$ cat config.mk
export PLATFORM = sky130hd
export DESIGN_NAME = dmem_arbiter
export DESIGN_NICKNAME = d
export VERILOG_FILES = /design/src/rtl/dmem_arbiter_pkg.sv /design/src/rtl/dmem_arbiter.sv
export SDC_FILE = /design/constraint.sdc
export NUM_CORES = 1
export LEC_CHECK = 0
export ABC_AREA = 1
export CORE_MARGIN = 2
export CORE_UTILIZATION = 39
export CTS_BUF_LIST = sky130_fd_sc_hd__clkbuf_8
export DETAILED_ROUTE_END_ITERATION = 10
export PLACE_DENSITY = 0.79
export SLEW_MARGIN = 30
export SYNTH_ARGS = -nofsm -noshare
export SYNTH_HDL_FRONTEND = slang
export SYNTH_SLANG_ARGS = --single-unit
$ cat constraint.sdc
create_clock -name clock -period 1.3 [get_ports clock]
set_input_delay 0.325 -clock clock [delete_from_list [all_inputs] [get_ports clock]]
set_output_delay 0.325 -clock clock [all_outputs]
set_load 0.005 [all_outputs]
$ cat src/rtl/dmem_arbiter_pkg.sv
// Shared definitions for the onc_16 data-memory arbiter: FSM state encoding
// and the guard-counter width helper.
package dmem_arbiter_pkg;

  localparam int ARB_ST_W = 2;

  typedef enum logic [ARB_ST_W-1:0] {
    S_CPU   = 2'd0,
    S_DRAIN = 2'd1,
    S_HOST  = 2'd2,
    S_RESP  = 2'd3
  } arb_state_t;

  // A zero-width counter is illegal, so GUARD=0 still gets one (always-zero) bit.
  function automatic int guard_width(input int guard);
    return (guard > 0) ? $clog2(guard + 1) : 1;
  endfunction

endpackage

$ cat src/rtl/dmem_arbiter.sv
// Arbitrates the single-port data RAM between the onc_16 CPU (default owner)
// and a host/debug port that stalls the CPU for one transaction at a time.
module dmem_arbiter
  import dmem_arbiter_pkg::*;
#(
  parameter int ADDR_W = 16,
  parameter int DATA_W = 16,
  parameter int GUARD  = 4
) (
  input  logic              clock,
  input  logic              n_rst,
  input  logic              run_en,
  output logic              cpu_en,
  input  logic [ADDR_W-1:0] cpu_addr,
  input  logic [DATA_W-1:0] cpu_wdata,
  input  logic              cpu_we,
  output logic [DATA_W-1:0] cpu_rdata,
  input  logic              host_req,
  input  logic              host_we,
  input  logic [ADDR_W-1:0] host_addr,
  input  logic [DATA_W-1:0] host_wdata,
  output logic              host_gnt,
  output logic              host_rvalid,
  output logic [DATA_W-1:0] host_rdata,
  output logic [ADDR_W-1:0] mem_addr,
  output logic [DATA_W-1:0] mem_wdata,
  output logic              mem_we,
  input  logic [DATA_W-1:0] mem_rdata
);

  localparam int GW = guard_width(GUARD);
  localparam logic [GW-1:0] GUARD_LOAD = GW'(GUARD);

  arb_state_t        state;
  logic [GW-1:0]     guard_cnt;
  logic              hold_valid;
  logic [DATA_W-1:0] hold_q;
  logic              host_we_q;
  logic [ADDR_W-1:0] host_addr_q;
  logic [DATA_W-1:0] host_wdata_q;

  // The CPU's last read returns during S_DRAIN; park it so the CPU sees it on resume.
  assign cpu_rdata = hold_valid ? hold_q : mem_rdata;

  always_ff @(posedge clock or negedge n_rst) begin
    if (!n_rst) begin
      state        <= S_CPU;
      guard_cnt    <= '0;
      hold_valid   <= 1'b0;
      hold_q       <= '0;
      host_we_q    <= 1'b0;
      host_addr_q  <= '0;
      host_wdata_q <= '0;
      host_gnt     <= 1'b0;
      host_rvalid  <= 1'b0;
      host_rdata   <= '0;
    end else begin
      host_gnt    <= 1'b0;
      host_rvalid <= 1'b0;
      case (state)
        S_CPU: begin
          hold_valid <= 1'b0;
          if (run_en && (guard_cnt != '0)) begin
            guard_cnt <= guard_cnt - 1'b1;
          end
          if (host_req && ((guard_cnt == '0) || !run_en)) begin
            state        <= S_DRAIN;
            host_we_q    <= host_we;
            host_addr_q  <= host_addr;
            host_wdata_q <= host_wdata;
          end
        end
        S_DRAIN: begin
          hold_q     <= mem_rdata;
          hold_valid <= 1'b1;
          host_gnt   <= 1'b1;
          state      <= S_HOST;
        end
        S_HOST: begin
          if (host_we_q) begin
            state     <= S_CPU;
            guard_cnt <= GUARD_LOAD;
          end else begin
            state <= S_RESP;
          end
        end
        S_RESP: begin
          host_rdata  <= mem_rdata;
          host_rvalid <= 1'b1;
          guard_cnt   <= GUARD_LOAD;
          state       <= S_CPU;
        end
      endcase
    end
  end

  // A stalled CPU may still present a store; gating with run_en keeps it off the RAM.
  always_comb begin
    mem_addr  = cpu_addr;
    mem_wdata = cpu_wdata;
    mem_we    = 1'b0;
    cpu_en    = 1'b0;
    case (state)
      S_CPU: begin
        mem_we = cpu_we & run_en;
        cpu_en = run_en;
      end
      S_DRAIN: begin
        mem_we = 1'b0;
      end
      S_HOST: begin
        mem_addr  = host_addr_q;
        mem_wdata = host_wdata_q;
        mem_we    = host_we_q;
      end
      S_RESP: begin
        mem_addr  = host_addr_q;
        mem_wdata = host_wdata_q;
      end
    endcase
  end

endmodule

==> summary.txt <==
Clock network
  • CTS tree: built
  • Maximum root-to-sink buffer count: 2
  • Clk sinks: 73
  • CTS root buf: clkbuf_8
  • Clock Latency Late Sink: between 300 and 400 ps
  • TritonCTS Buffers: 9
  • Clock transition at path regs: 80 ps
  • H-tree depth: 3

Floorplan
  • Die W: 97.7 um
  • DIE HEIGHT: about 100 um
  • Area of the core: between 0.008 and 0.009 mm2
  • Io pins: 154
  • Die ar.: 0.00955 mm2
  • Rows: 34
  • Initial Util: 39.7%

Drt
  • Pre-antenna DRT Iters: 4
  • Drt total wl: 13.9 mm
  • Via-to-Cell Ratio: 5.11
  • DRT iter0 DRCs: 118
  • ANT nets after route: 0
  • DR vias: 3980
  • Residual DRC: 0
  • Routed len/inst: 17.9 um

Placed design
  • DP Area: about 0.0053 mm2
  • Dpl ws: -768 ps
  • Post-DP HPWL: 6.41 mm
  • PortBufs: 153
  • Routability cong.: between 0.7 and 0.8

Power
  • Clock Power Share: 11.6%
  • Leakage: 3.53 nW
  • Comb power frac: roughly three fifths
  • Worst VDD drop: 1.39 mV
  • Net Switching: 6.36 mW
  • PD cells: 2340 mW/mm2
  • Sw Ratio: 40.0%
  • Cell Int Power: 9.53 mW
  • Sequential share of power: about 27%

GRT
  • Vias in the first global route: 3836
  • Largest net degree at the start of global routing: 74
  • First-pass GRT wire length: ~19 mm
  • Initial antenna violation count: 0
  • GRT Util Overall: roughly a quarter
  • Grt ovf: 0

Timing
  • Fmax: 0.539 GHz
  • Final max-slew violation count: 0
  • Worst-Margin Slew: between 400 and 500 ps
  • Period utilization: 143%
  • Period minus WS final: 1860 ps
  • Final Hold Viols: 0
  • Final setup violation count: between 100 and 150
  • Slew Limit Headroom: 72.9%
  • Final Skew: a little under 9 ps
  • RSZ-0062 raised after global routing: yes
  • Post-route setup slack: -556 ps

Final layout
  • Inserted Diodes: 0
  • Post-Layout Inst Area: 0.00680 mm2
  • Util after Layout: approximately 79%
  • Area Overhead vs Synth: 98.3%
  • Share of cells above drive strength 1: around 45%
  • Final nets: 755

Yosys
  • Synth area leaders: dfrtp_1, nand2_1, o21ai_0, inv_1, o21ai_1
  • Async set-or-reset flop fraction in the synthesized netlist: 100%
  • Post-Synth Simple-Gate Area: 23.1%
  • Most used flip-flop cell after synthesis: dfrtp_1
  • Post-synth EDFFs: 0
  • Mux cell area share after synthesis: 0%
  • Syn Inst Count: 444
  • Post-synthesis sequential area ratio: 53.3%
  • Warnings, synthesis: 0
  • Synth cell types: 20
  • Xor-xnor portion of the synthesized cell area: 0%
  • Adder-cell area share of the yosys netlist: 0.730%
  • Post-synthesis register bit count: 73
  • Syn nets: 532
  • Complex-gate fraction of the synthesized area: 12.5%
  • Top cell type's share of synthesized area: 53.3%
  • Most frequent cell after synthesis: nand2_1
  • Combinational family with the most area after synthesis: simple AND/OR/NAND/NOR gates
  • Netlist area before placement: around 0.0034 mm2
  • Syn Area/Cell: 7.72 um2
  • Synth cell count leaders: nand2_1, dfrtp_1, inv_1
  • Biggest area consumer among synthesized cells: dfrtp_1

Setup path
  • Setup CP Type: flip-flop to primary output
  • Critical Path Source Type: flip-flop
  • CP endpoint kind: primary output
  • CP arrival: 1530 ps
  • CP Max Fanout: 4
  • WP data required: 980 ps

Status
  • Status: finished, violations left
  • Failing checks: setup timing

Hold path
  • HP Class: flip-flop to flip-flop

Flow run
  • Max cap viols: 0
-- cells in the final DEF, fill, tap and decap left out, types with 14 or more instances in the layout --
cell / instances
o21ai_1: 20
inv_1: 56
dfrtp_1: 70
buf_6: 22
nand2_1: 101
nand2_2: 55
nand2_4: 37
clkdlybuf4s50_1: 84
buf_4: 33
buf_2: 37
o21ai_0: 14
o21ai_2: 45
-- path summary, 6_finish.rpt --
kind | slack, ps | end | start | cells after the start
max in group asynchronous | 380 | hold_valid | n_rst | 3
worst max-delay path | -560 | mem_we | state[1] | 6
worst max register to register | -330 | host_wdata_q[6] | state[1] | 8
worst min-delay path | 470 | guard_cnt[2] | guard_cnt[2] | 2
worst min register to register | 470 | guard_cnt[2] | guard_cnt[2] | 2
min in group asynchronous | 550 | host_wdata_q[1] | n_rst | 3
-- metal layers --
layer	wire (um)	up-vias	part of all wire (%)	global-route usage, %
met2	7280	199	52	43.2
met1	5220	1936	38	28.8
met5	0	-	0	0
met3	983	32	7.1	5.94
li1	-	1813	-	-
met4	425	0	3.1	9.19
-- critical path: stages (launching register included) --
cell,delay (ps)
dfrtp_2,450
buf_6,130
nor3b_4,200
buf_4,150
nand2_4,50
o31ai_4,50
buf_2,160
-- power groups by stage --
stage | logic (mW) | registers (mW) | clock network [mW]
6_report | 9.77 | 4.27 | 1.84
3_5_place_dp | 5.94 | 3.96 | 0
4_1_cts | 7.83 | 4.03 | 1.83
2_1_floorplan | 2.73 | 3.88 | 0
3_3_place_gp | 5.80 | 3.91 | 0
5_1_grt | 10.4 | 4.39 | 1.98
-- through the flow --
stage | TNS (ps) | cells | hold slack (ps) | power (mW)
2_1_floorplan | -1510 | 444 | 29.4 | 6.61
3_3_place_gp | -27320 | 712 | 364 | 9.71
3_5_place_dp | -28850 | 712 | 369 | 9.91
4_1_cts | -31390 | 767 | 478 | 13.7
5_1_grt | -36500 | 779 | 499 | 16.8
6_report | -30760 | 779 | 474 | 15.9
-- area by class of cell --
class	count	area, um2
clock buffer	11	151
clock inverter	4	52.6
fill	508	1840
inverter	59	226
multi-input combinational	289	1920
sequential	73	1830
tap	108	135
timing repair buffer	235	2480
-- sequential cells by signal, indices dropped and copies added (netlist names), 2 cells and up --
name / cells
host_wdata_q: 16
host_addr_q: 16
guard_cnt: 3
state: 2
host_rdata: 16
hold_q: 16
-- cells by family after synthesis --
group,after synthesis
simple gates,205
flops,73
fa+ha+maj,2
buf+inv,82
compound gates,82
-- timing repair --
action	CTS	global route
gates resized for setup	337	180
buffers inserted	29	10
endpoints found under the hold margin	1	0
pin swaps	17	21
gates cloned	12	9
endpoints found under the setup margin	105	131
hold buffers	1	0
Note: power is estimated with default switching activity, not from simulation.
